<file path="src/rtl/alu_pipe.sv">
// Two-stage pipelined ALU: dual pre-add/sub lanes feeding dual multipliers
// (stage 1), then a post add/sub with an optional running accumulator
// (stage 2). Elastic valid/ready handshake on both sides, synchronous flush.
module alu_pipe #(
  parameter int unsigned W      = 8,
  parameter bit          ACC_EN = 1'b1
) (
  input  logic                   clk,
  input  logic                   rst_n,
  input  logic [W-1:0]           x0,
  input  logic [W-1:0]           x1,
  input  logic [W-1:0]           y0,
  input  logic [W-1:0]           y1,
  input  logic                   pre_x_en,
  input  logic                   pre_x_sub,
  input  logic                   pre_y_en,
  input  logic                   pre_y_sub,
  input  logic [2:0]             mul_x_sel,
  input  logic [2:0]             mul_y_sel,
  input  logic                   post_en,
  input  logic                   post_sub,
  input  logic                   acc_en,
  input  logic                   acc_clr,
  input  logic                   flush,
  input  logic                   cmd_valid,
  output logic                   cmd_ready,
  output logic                   res_valid,
  input  logic                   res_ready,
  output logic [2*(W+1)-1:0]     res_q,
  output logic                   carry_q,
  output logic [2*(W+1)-1:0]     acc_q,
  output logic [1:0]             inflight
);

  localparam int unsigned LW = W + 1;
  localparam int unsigned RW = 2 * LW;

  logic          v1, v2;
  logic          s1_adv, s2_adv, accept, s2_load;
  logic [LW-1:0] x_pre, y_pre, x_m1, y_m1;
  logic [RW-1:0] x_prod_d, y_prod_d;
  logic [RW-1:0] s1_x_prod, s1_y_prod;
  logic          s1_post_en, s1_post_sub, s1_acc_en, s1_acc_clr;
  logic [RW-1:0] b_sel, res_d;
  logic [RW:0]   post_sum;
  logic          carry_d;

  function automatic logic [LW-1:0] pre_add(input logic [W-1:0] in0,
                                            input logic [W-1:0] in1,
                                            input logic en,
                                            input logic sub);
    logic [LW-1:0] a, b;
    a = {1'b0, in0};
    b = {1'b0, in1};
    if (!en) return a;
    return sub ? (a - b) : (a + b);
  endfunction

  function automatic logic [LW-1:0] m1_pick(input logic [2:0]    sel,
                                            input logic [W-1:0]  in0,
                                            input logic [W-1:0]  in1,
                                            input logic [W-1:0]  other,
                                            input logic [LW-1:0] pre);
    logic [LW-1:0] m;
    case (sel)
      3'd0:    m = {1'b0, in0};
      3'd1:    m = {1'b0, in1};
      3'd2:    m = pre;
      3'd3:    m = {1'b0, other};
      3'd4:    m = {{(LW-1){1'b0}}, 1'b1};
      default: m = '0;
    endcase
    return m;
  endfunction

  function automatic logic [RW-1:0] mul(input logic [LW-1:0] m0,
                                        input logic [LW-1:0] m1,
                                        input logic en);
    logic [RW-1:0] a, b;
    a = {{LW{1'b0}}, m0};
    b = {{LW{1'b0}}, m1};
    return en ? (a * b) : {m0, m1};
  endfunction

  // Handshake: stage 2 frees when empty or consumed; stage 1 when it can drain.
  always_comb begin
    s2_adv    = ~v2 | res_ready;
    s1_adv    = ~v1 | s2_adv;
    cmd_ready = s1_adv & ~flush;
    accept    = cmd_valid & cmd_ready;
    s2_load   = v1 & s2_adv & ~flush;
    res_valid = v2;
    inflight  = {1'b0, v1} + {1'b0, v2};
  end

  // Stage-1 datapath: pre-adders and multipliers for both lanes.
  always_comb begin
    x_pre    = pre_add(x0, x1, pre_x_en, pre_x_sub);
    y_pre    = pre_add(y0, y1, pre_y_en, pre_y_sub);
    x_m1     = m1_pick(mul_x_sel, x0, x1, y1, x_pre);
    y_m1     = m1_pick(mul_y_sel, y0, y1, x1, y_pre);
    x_prod_d = mul(x_pre, x_m1, pre_x_en);
    y_prod_d = mul(y_pre, y_m1, pre_y_en);
  end

  // Post adder reads live acc_q, so back-to-back accumulate ops chain without a hazard.
  always_comb begin
    b_sel    = (ACC_EN && s1_acc_en) ? (s1_acc_clr ? '0 : acc_q) : s1_y_prod;
    post_sum = '0;
    if (s1_post_en) begin
      post_sum = s1_post_sub ? ({1'b0, s1_x_prod} - {1'b0, b_sel})
                             : ({1'b0, s1_x_prod} + {1'b0, b_sel});
      res_d    = post_sum[RW-1:0];
      carry_d  = post_sum[RW];
    end else begin
      res_d    = {s1_x_prod[W:0], b_sel[W:0]};
      carry_d  = 1'b0;
    end
  end

  // Stage-1 register: capture products and post controls on accept.
  always_ff @(posedge clk or negedge rst_n) begin
    if (!rst_n) begin
      v1          <= 1'b0;
      s1_x_prod   <= '0;
      s1_y_prod   <= '0;
      s1_post_en  <= 1'b0;
      s1_post_sub <= 1'b0;
      s1_acc_en   <= 1'b0;
      s1_acc_clr  <= 1'b0;
    end else begin
      if (flush)       v1 <= 1'b0;
      else if (s1_adv) v1 <= accept;
      if (accept) begin
        s1_x_prod   <= x_prod_d;
        s1_y_prod   <= y_prod_d;
        s1_post_en  <= post_en;
        s1_post_sub <= post_sub;
        s1_acc_en   <= acc_en;
        s1_acc_clr  <= acc_clr;
      end
    end
  end

  // Stage-2 register: result holds while stalled; flush drops everything.
  always_ff @(posedge clk or negedge rst_n) begin
    if (!rst_n) begin
      v2      <= 1'b0;
      res_q   <= '0;
      carry_q <= 1'b0;
    end else begin
      if (flush)       v2 <= 1'b0;
      else if (s2_adv) v2 <= v1;
      if (s2_load) begin
        res_q   <= res_d;
        carry_q <= carry_d;
      end
    end
  end

  // Accumulator: updated as an accumulate op leaves stage 1; cleared by flush.
  always_ff @(posedge clk or negedge rst_n) begin
    if (!rst_n)                               acc_q <= '0;
    else if (flush)                           acc_q <= '0;
    else if (ACC_EN && s2_load && s1_acc_en)  acc_q <= res_d;
  end

endmodule

</file>
<file path="config.mk">
export PLATFORM = sky130hd
export DESIGN_NAME = alu_pipe
export DESIGN_NICKNAME = d
export VERILOG_FILES = /design/src/rtl/alu_pipe.sv
export SDC_FILE = /design/constraint.sdc
export NUM_CORES = 1
export LEC_CHECK = 0
export CORE_MARGIN = 2
export CORE_UTILIZATION = 56
export CTS_BUF_LIST = sky130_fd_sc_hd__clkbuf_4
export CTS_CLUSTER_SIZE = 25
export DETAILED_ROUTE_END_ITERATION = 7
export PLACE_DENSITY = 0.78
export SYNTH_ARGS = -nofsm -noshare
export SYNTH_HDL_FRONTEND = slang
export SYNTH_SLANG_ARGS = --single-unit
</file>
<file path="constraint.sdc">
create_clock -name clk -period 4 [get_ports clk]
set_clock_uncertainty 0.05 [all_clocks]
set_input_delay 1.2 -clock clk [delete_from_list [all_inputs] [get_ports clk]]
set_output_delay 1.2 -clock clk [all_outputs]
set_load 0.005 [all_outputs]
</file>
# ---- Yosys cells after proc, flatten, opt, wreduce, memory -nomap -nowiden
# Index checks and enable logic that the tools add are counted.
dict set report op_classes {
  add_sub_neg 7
  n_mul 2
  eq_ne 8
  mux 19
  bitwise_logic 9
  n_reduce_logical 6
}
# cell n
set ops {}
lappend ops {{$mux 18} 7}
lappend ops {{$pmux 9 s5} 2}
lappend ops {{$mul 9x9->18} 2}
lappend ops {{$mux 9} 4}
lappend ops {{$add 18x18->19} 1}
lappend ops {{$mux 19} 1}
lappend ops {{$sub 18x18->19} 1}
lappend ops {{$add 8x8->9} 2}
lappend ops {{$sub 8x8->9} 2}
lappend ops {{$eq 3x2->1 const B} 4}
lappend ops {{$eq 3x1->1 const B} 2}
lappend ops {{$eq 3x3->1 const B} 2}
lappend ops {{$logic_not 3->1} 2}
lappend ops {{$reduce_bool 2->1} 3}
lappend ops {{$mux 1} 5}
lappend ops {{$and 1x1->1} 4}
lappend ops {{$not 1->1} 3}
lappend ops {{$add 1x1->2} 1}
lappend ops {{$or 1x1->1} 2}
lappend ops {{$logic_and 1x1->1} 1}
dict set report word_totals {
  ff_bits 79
  input_bits 51
  out_inout_bits 41
}

# ---- Longest topological paths before layout
# Gate-level depths: netlist of the first run.
dict set report depth {
  ltp_word 7
  mapped_depth 28
  depth_no_buf 27
}

# ---- Least setup slack after synthesis of the first run
# No wires, ideal clock.
dict set report synth_path {
  kind {input port to flip-flop}
  start {input port pre_x_sub}
  end {register s1_x_prod[15]}
  setup_time_ns 0.127
  arrival_ns 7.139
  path_slack_ns -3.316
  cell_stages 24
  path_buffers 1
  path_cell_list {clkbuf_1 mux2_2 inv_1 ha_1 nor2b_1 o31a_1 o311ai_0 a21bo_2 nand4_1 a21o_1 fa_1 fa_1 inv_1 fa_1 inv_1 fa_1 inv_1 ha_1 or3_1 or2_2 o211a_1 a31oi_1 mux2i_1 nand3_1}
}
dict set report synth_between {
  elab_chain_cells 5
}
# item line_no
set synth_rtl {}
lappend synth_rtl {{from (decl)} 15} ;# input logic pre_x_sub,
lappend synth_rtl {{$mux 9 * (2 in series)} 56} ;# return sub ? (a - b) : (a + b);
lappend synth_rtl {{$pmux 9 s5} 65} ;# case (sel)
lappend synth_rtl {{$mul 9x9->18} 82} ;# return en ? (a * b) : {m0, m1};
lappend synth_rtl {{$mux 18 *} 82}
lappend synth_rtl {{to (signal assigned)} 135} ;# s1_x_prod <= x_prod_d;
lappend synth_rtl {{to (decl)} 42} ;# logic [RW-1:0] s1_x_prod, s1_y_prod;
# Every way passes the cells marked *; elsewhere a longest branch is shown, timed or not.
# A chain may end at the register's enable or synchronous reset.

# ---- Final worst setup path of the first run
dict set report layout_path {
  start {input port x1[0]}
  end {register s1_x_prod[15]}
}
dict set report layout_between {
  elab_chain_cells 6
  elab_cells_between_ends 7
  classes_between {2 x add/sub; 1 x mul; 4 x mux}
}
# item line_no
set layout_rtl {}
lappend layout_rtl {{from (decl)} 11} ;# input logic [W-1:0] x1,
lappend layout_rtl {{$add 8x8->9 or $sub 8x8->9 (tied branches)} 56}
lappend layout_rtl {{$mux 9 (2 in series)} 56}
lappend layout_rtl {{$pmux 9 s5} 65}
lappend layout_rtl {{$mul 9x9->18} 82}
lappend layout_rtl {{$mux 18 *} 82}
# Marks and branches as above.

==> summary.txt, run 1 <==
Outcome
  – Status: finished, violations left
  – Failing checks: setup timing

Global route
  – Vias in the first global route: 14311
  – First-pass GRT wire length: 72.59 mm
  – GR Util All Layers: 38.34%
  – Largest net degree at the start of global routing: 80
  – Total gr overflow: 0
  – Initial antenna violation count: 0

Timing
  – Unrepaired setup endpoints after global routing: true
  – Fin. Hold Viols: 0
  – Rel. slew slack: 33.59%
  – Worst setup margin: -3.009 ns
  – Tcrit/Tclk final: 175.2%
  – Post-route minimum period: 7.009 ns
  – # setup viols final: 32
  – Worst-Margin Slew: 0.9962 ns
  – Max Slew Vio Count: 0
  – Max Fclk: 0.1427 GHz

Drt
  – Drt total wl: 49.09 mm
  – Vias per inst: 6.303
  – Routed Antenna Nets: 0
  – Initial drt markers: 1332
  – WL/cell: 21.37 um
  – Drc violations: 0
  – Vias: 14479
  – DR pass1 iterations: 6

Min path
  – Hold Path Depth: 2
  – Worst hold start: res_q[8]$_DFFE_PN0P_
  – Hold Crit Class: flop to flop
  – Hold path endpoint: res_q[8]$_DFFE_PN0P_

Floorplan
  – Die area: 23240 um^2
  – Core region area: 21760 um^2
  – Die Width: 152.5 um
  – IO Count: 92
  – # rows: 54
  – Die H: 152.5 um
  – Effective utilization at floorplan: 56.73%

Synth
  – Seq/Total Area, Yosys: 16.02%
  – #FFs+latches synth: 79
  – Mapped Area: 12340 um^2
  – Fraction of registers with async set/reset: 100.0%
  – Syn. warnings: 0
  – EDFF count, synth: 0
  – Top FF cell, synth: dfrtp_1
  – Post-Synthesis Cells: 1559
  – Post-synth cell types: 77
  – Syn Area/Cell: 7.917 um^2
  – Syn_nets: 1827

Layout
  – Synthesis-to-finish area growth: 51.42%
  – Final nets: 2280
  – Number of inserted diodes: 0
  – Post-route cell area: 18690 um^2
  – Layout cell share with drive strength beyond 1: 37.38%

Clock network
  – CTS Buffer Depth: 2
  – Clk Latency, worst-skew pair: 0.47 ns
  – CTS tree: done
  – Clock Tree Root: clkbuf_4
  – Hold-fix buffers, CTS: 0
  – Clock Sinks: 79
  – H-tree Lvls: 3
  – Clock-pin slew on the worst setup and hold paths: 0.13 ns
  – CTS buffer count: 9

Power and ir drop
  – Leak pwr: 8.882 nW
  – Power density over the cells: 481.9 nW/um^2
  – Tot Pwr: 9.005 mW
  – VDD IR max: 283.2 uV

Setup path
  – RR Startpoint: s1_acc_en$_DFFE_PN0P_
  – CP startpoint kind: input pin
  – Reg2Reg Setup Slack: 0 ns
  – Worst Reg-to-Reg Cells: 15
  – Max FO, Critical Path: 5
  – Kind of end point of the critical path: flop
  – R2R Path End: carry_q$_DFFE_PN0P_
  – Req. time, crit path: 4.29 ns
  – CP Data Arrival Time: 7.30 ns
  – Crit path kind: input pin to flop

Placed design
  – Port Buffer Count: 91
  – Hpwl dp: 33.43 mm
  – Placer's final routability congestion estimate: 1.002
  – Area after DPL: 16450 um^2

Flow run
  – Max_cap viols: 0
==> per-layer routing <==
| layer | global-route usage (%) | up-vias | part of all wire (%) |
|---|---|---|---|
| met5 | 0 | - | 0 |
| met4 | 16.67 | 0 | 6.7 |
| li1 | - | 6259 | - |
| met1 | 47.98 | 6886 | 36 |
| met3 | 4.522 | 312 | 8.4 |
| met2 | 67.12 | 1022 | 48 |
==> logic make-up (layout without fill, tap and decap cells) <==
| group | count (synthesis) | after routing | share of synthesized area, % |
|---|---|---|---|
| AND/OR/NAND/NOR | 539 | 539 | 20.27 |
| AO/OA/AOI/OAI | 374 | 374 | 20.10 |
| buffers and inverters | 257 | 715 | 7.918 |
| adder cells (fa/ha/maj) | 217 | 217 | 28.26 |
| flip-flops | 79 | 79 | 16.02 |
| XOR/XNOR | 54 | 54 | 3.893 |
| multiplexers | 39 | 39 | 3.538 |
==> power by group <==
| group | switching [mW] | internal, mW |
|---|---|---|
| logic | 3.81 | 3.54 |
| registers | 0.199 | 0.994 |
| clock network | 0.324 | 0.133 |
==> placed cells by master (no fill, tap or decap), types with 19 or more instances in the layout <==
master           netlist  final
fa_1                 103     89
buf_6                  0     52
nand2_1              163    141
xor2_1                22     19
inv_2                  1     35
inv_1                188    149
a21oi_1              101     70
a21oi_2                0     23
nor2b_1               31     25
o21ai_0               63     35
ha_1                 114     77
nor2_1               175    151
dfrtp_1               79     79
mux2i_1               29     24
nand2b_1              35     28
ha_4                   0     33
buf_4                  0    365
clkdlybuf4s50_1        0     72
xnor2_1               31     26
a21o_1                27     27
==> worst max path at each step <==
| stage | start | end | slack, ns | cells after the start |
|---|---|---|---|---|
| after floorplan | x1[1] | s1_x_prod[15]$_DFFE_PN0P_ | -2.96 | 25 |
| after global routing | y1[2] | s1_y_prod[17]$_DFFE_PN0P_ | -3.13 | 28 |
| after detailed placement | x1[1] | s1_x_prod[13]$_DFFE_PN0P_ | -3.89 | 25 |
| after CTS | y1[0] | s1_y_prod[12]$_DFFE_PN0P_ | -2.92 | 28 |
| final | x1[0] | s1_x_prod[15]$_DFFE_PN0P_ | -3.01 | 27 |
| after global placement | x1[1] | s1_x_prod[15]$_DFFE_PN0P_ | -3.79 | 25 |
==> final cells by class <==
class                      count  area (um^2)
sequential                    79         1977
multi-input combinational   1223        11190
clock buffer                   9        67.56
fill                        1130         3068
timing repair buffer         510         4300
clock inverter                 7        57.56
tap                          280        350.3
inverter                     189        747.0
==> through the flow <==
| step | cells | worst slack [ns] | hold WS (ns) | setup TNS [ns] | utilization, % |
|---|---|---|---|---|---|
| 2_1_floorplan | 1559 | -2.962 | 0.3998 | -69.26 | - |
| 3_3_place_gp | 2203 | -3.786 | 0.4097 | -101.52 | 75.60 |
| 3_5_place_dp | 2203 | -3.887 | 0.4200 | -105.07 | 75.60 |
| 4_1_cts | 2269 | -2.918 | 0.4484 | -71.15 | 81.80 |
| 5_1_grt | 2297 | -3.129 | 0.4708 | -80.00 | 85.90 |
| 6_report | 2297 | -3.009 | 0.4464 | -75.63 | 85.90 |
==> worst max-delay path: stages <==
cell     delay (ns)
buf_8          0.11
buf_6          0.13
nor3_2         0.27
nor2_2         0.08
xnor2_1        0.13
ha_1           0.32
o21a_1         0.15
o31a_1         0.16
or4b_4         0.54
a31oi_4        0.22
buf_6          0.14
buf_6          0.10
nand2_1        0.07
fa_1           0.52
fa_1           0.53
inv_1          0.06
fa_1           0.48
inv_1          0.05
fa_1           0.48
inv_1          0.07
ha_4           0.15
or3_4          0.35
or2_4          0.27
o211a_4        0.17
a31oi_4        0.15
mux2i_1        0.28
nand3_1        0.11
==> what timing repair did <==
action                                 CTS  global route
endpoints found under the hold margin    0             0
setup endpoints to repair               39            44
setup buffers                           53            40
resized for setup                      247           171
pin swaps                              176           161
==> cells in the mapped netlist (all sizes together) (16+ instances only) <==
cell | n | area (um^2)
a21oi | 101 | 505.5
nand3 | 25 | 130.1
xor2 | 23 | 209.0
clkbuf | 52 | 195.2
nand2b | 35 | 219.0
nor2b | 31 | 193.9
fa | 103 | 2062
dfrtp | 79 | 1977
nand2 | 163 | 611.8
mux2i | 29 | 290.3
and3 | 20 | 125.1
nor2 | 175 | 656.9
or3 | 17 | 106.4
ha | 114 | 1426
a211oi | 30 | 230.2
buf | 16 | 72.57
xnor2 | 31 | 271.5
nor3 | 26 | 130.1
a31oi | 21 | 143.9
inv | 189 | 709.4
a21o | 27 | 202.7
o21ai | 65 | 329.1
==> registers in the layout, indices dropped and copies added (netlist names) <==
signal and flops:
acc_q 18, carry_q 1, res_q 18, res_valid 1, s1_acc_clr 1, s1_acc_en 1
s1_post_en 1, s1_post_sub 1, s1_x_prod 18, s1_y_prod 18, v1 1
Note: power is estimated with default switching activity, not from simulation.
==> run 2: changes to the inputs <==
- SKIP_LAST_GASP: default -> 1
==> run 2 against run 1 <==
  * The run still ends with setup timing left
  * Register-to-register slack lost 0.07 ns
  * Setup slack lost 0.079 ns
  * Count of clock-buffer cells in the layout stayed put
  * Cell count rose by 0.30%
  * Via count is 0.50% higher
  * Wire length rose by 1.6%
  * Sequential share of layout area barely moved
  * Die area is the same
  * Sequential power is essentially flat
  * Critical path type unchanged
  * Largest cell class unchanged
  * Largest power group unchanged
==> summary.txt, run 2 (synthesis gave the netlist of run 1 again) <==
Outcome
  – Status: finished, violations left (unchanged)
  – Failing checks: setup timing (unchanged)

Setup path
  – Req. time, crit path: 4.31 ns (was 4.29 ns)
  – CP startpoint kind: input pin (unchanged)
  – R2R Path End: res_q[17]$_DFFE_PN0P_ (was carry_q$_DFFE_PN0P_)
  – Crit path kind: input pin to flop (unchanged)
  – Reg2Reg Setup Slack: -0.07 ns (was 0 ns)
  – Slowest-stage cell, CP: fa_1 (was or4b_4)
  – RR Startpoint: s1_acc_en$_DFFE_PN0P_ (unchanged)
  – Worst Reg-to-Reg Cells: 19 (was 15)
  – Kind of end point of the critical path: flop (unchanged)
  – CP Data Arrival Time: 7.40 ns (was 7.30 ns)
  – Slowest stage delay, CP: 0.50 ns (was 0.54 ns)
  – Critical path's most frequent cell: buf_4 (was fa_1)
  – Max FO, Critical Path: 5 (unchanged)

Floorplan
  – Die H: 152.5 um (unchanged)
  – # rows: 54 (unchanged)
  – Effective utilization at floorplan: 56.73% (unchanged)
  – Die area: 23240 um^2 (unchanged)
  – IO Count: 92 (unchanged)
  – Core region area: 21760 um^2 (unchanged)
  – Die Width: 152.5 um (unchanged)

Layout
  – Most common cell after layout, fill and taps aside: buf_4 (unchanged)
  – Layout fillers: 1143 (was 1130)
  – Area of the multi-input gates: 11210 um^2 (was 11190 um^2)
  – Number of inserted diodes: 0 (unchanged)
  – Register Area: 1977 um^2 (unchanged)
  – Layout cell share with drive strength beyond 1: 37.50% (was 37.38%)
  – Most frequent cells in the layout: buf_4 (373), nor2_1 (154), inv_1 (153) (was buf_4 (365), nor2_1 (151), inv_1 (149))
  – Synthesis-to-finish area growth: 51.97% (was 51.42%)
  – Final nets: 2287 (was 2280)

Drt
  – Drt total wl: 49.89 mm (was 49.09 mm)
  – Drc violations: 0 (unchanged)
  – Vias: 14551 (was 14479)
  – DR pass1 iterations: 6 (unchanged)
  – Initial drt markers: 1369 (was 1332)
  – Vias per inst: 6.316 (was 6.303)
  – Routed Antenna Nets: 0 (unchanged)
  – WL/cell: 21.65 um (was 21.37 um)

Clock network
  – H-tree Lvls: 3 (unchanged)
  – CTS buffer count: 9 (unchanged)
  – CTS Buffer Depth: 2 (unchanged)
  – Hold-fix buffers, CTS: 0 (unchanged)
  – Clock-pin slew on the worst setup and hold paths: 0.13 ns (about the same)
  – Clock Sinks: 79 (unchanged)
  – Clk Latency, worst-skew pair: 0.49 ns (was 0.47 ns)
  – Clock Tree Root: clkbuf_4 (unchanged)
  – CTS tree: done (unchanged)

Min path
  – Hold Path Depth: 2 (unchanged)
  – Hold Crit Class: flop to flop (unchanged)
  – Hold path endpoint: res_q[8]$_DFFE_PN0P_ (unchanged)
  – Worst hold start: res_q[8]$_DFFE_PN0P_ (unchanged)

Timing
  – Post-route minimum period: 7.087 ns (was 7.009 ns)
  – Worst-Margin Slew: 1.011 ns (was 0.9962 ns)
  – Worst setup margin: -3.087 ns (was -3.009 ns)
  – Unrepaired setup endpoints after global routing: true (unchanged)
  – Rel. slew slack: 32.60% (was 33.59%)
  – Max Slew Vio Count: 0 (unchanged)
  – Hold Slack: 0.4475 ns (was 0.4464 ns)
  – # setup viols final: 40 (was 32)
  – Max Fclk: 0.1411 GHz (was 0.1427 GHz)
  – Fin. Hold Viols: 0 (unchanged)
  – Tcrit/Tclk final: 177.2% (was 175.2%)

Power and ir drop
  – Clock group share of total power: 5.1% (about the same)
  – Power Internal: 4.731 mW (was 4.672 mW)
  – Leak pwr: 8.910 nW (was 8.882 nW)
  – Psw: 4.343 mW (was 4.333 mW)
  – Tot Pwr: 9.073 mW (was 9.005 mW)
  – VDD IR max: 351.1 uV (was 283.2 uV)
  – Comb power frac: 81.7% (about the same)
  – Power density over the cells: 483.8 nW/um^2 (was 481.9 nW/um^2)
  – Flop pwr share: 13.2% (about the same)
  – Sw Share: 47.86% (was 48.12%)

Global route
  – GR Util met3: 4.209% (was 4.522%)
  – Vias in the first global route: 14234 (was 14311)
  – Total gr overflow: 0 (unchanged)
  – GR Util All Layers: 37.80% (was 38.34%)
  – First-pass GRT wire length: 71.79 mm (was 72.59 mm)
  – Met2 GRT Util: 66.88% (was 67.12%)
  – Initial antenna violation count: 0 (unchanged)
  – Largest net degree at the start of global routing: 80 (unchanged)
  – Busiest grt layer: met2 (unchanged)
  – GR Layer Usage met1: 47.29% (was 47.98%)

Flow run
  – Max_cap viols: 0 (unchanged)

Placed design
  – Port Buffer Count: 91 (unchanged)
  – Hpwl dp: 33.43 mm (unchanged)
  – Placer's final routability congestion estimate: 1.002 (unchanged)
[run 2: cell count changes in the layout (fill, tap and decap cells not counted), sizes merged]
cell	before	now
buf	430	437
[run 2: layout make-up]
class,count,area share (%)
inverters,189,3.996
multi-input cells,1223,59.78
flip-flops and latches,79,10.54
well taps,280,1.868
repair buffers,517,23.15
clock buffers,9,0.3602
clock inverters,7,0.3069
[run 2: power groups by stage]
stage               Clock [mW]  Combinational, mW  Sequential [mW]
CTS                      0.455               6.09             1.17
floorplan                    0               3.37             1.13
finish                   0.462               7.41             1.20
global route             0.490               7.89             1.22
detailed placement           0               5.46             1.19
global placement             0               5.31             1.18
[run 2: metal layers]
layer  vias up  routed length, um
li1       6271                  -
met1      7022              18040
met2       949              24380
met3       309               4317
met4         0               3153
met5         -                  0
[run 2: what timing repair did]
action / CTS / global route
pin swaps: 172 / 191
setup endpoints to repair: 39 / 45
buffers inserted: 53 / 50
resized for setup: 233 / 179
[run 2: how the worst max path moves through the flow]
| stage | from | endpoint | slack [ns] | cells past startpoint |
|---|---|---|---|---|
| finish | y1[2] | s1_y_prod[12]$_DFFE_PN0P_ | -3.09 | 29 |
| global placement | x1[1] | s1_x_prod[15]$_DFFE_PN0P_ | -3.79 | 25 |
| detailed placement | x1[1] | s1_x_prod[13]$_DFFE_PN0P_ | -3.89 | 25 |
| CTS | y1[2] | s1_y_prod[12]$_DFFE_PN0P_ | -2.92 | 28 |
| global route | y1[2] | s1_y_prod[17]$_DFFE_PN0P_ | -3.25 | 30 |
| floorplan | x1[1] | s1_x_prod[15]$_DFFE_PN0P_ | -2.96 | 25 |
[run 2: critical path: cells and delay by family]
kind            cells  cell delay [ns]
compound gates      6             1.53
xor+xnor            1             0.17
fa+ha+maj           6             2.20
buf+inv             9             1.12
simple gates        7             1.17
[run 2: metrics by stage]
stage               setup WS, ns  instances  area, um^2  TNS [ns]  utilization (%)
floorplan                 -2.962       1559       12860    -69.26                -
global placement          -3.786       2203       16450   -101.52            75.60
detailed placement        -3.887       2203       16450   -105.07            75.60
CTS                       -2.921       2269       17750    -71.59            81.57
global route              -3.248       2304       18760    -82.04            86.21
finish                    -3.087       2304       18760    -74.99            86.21
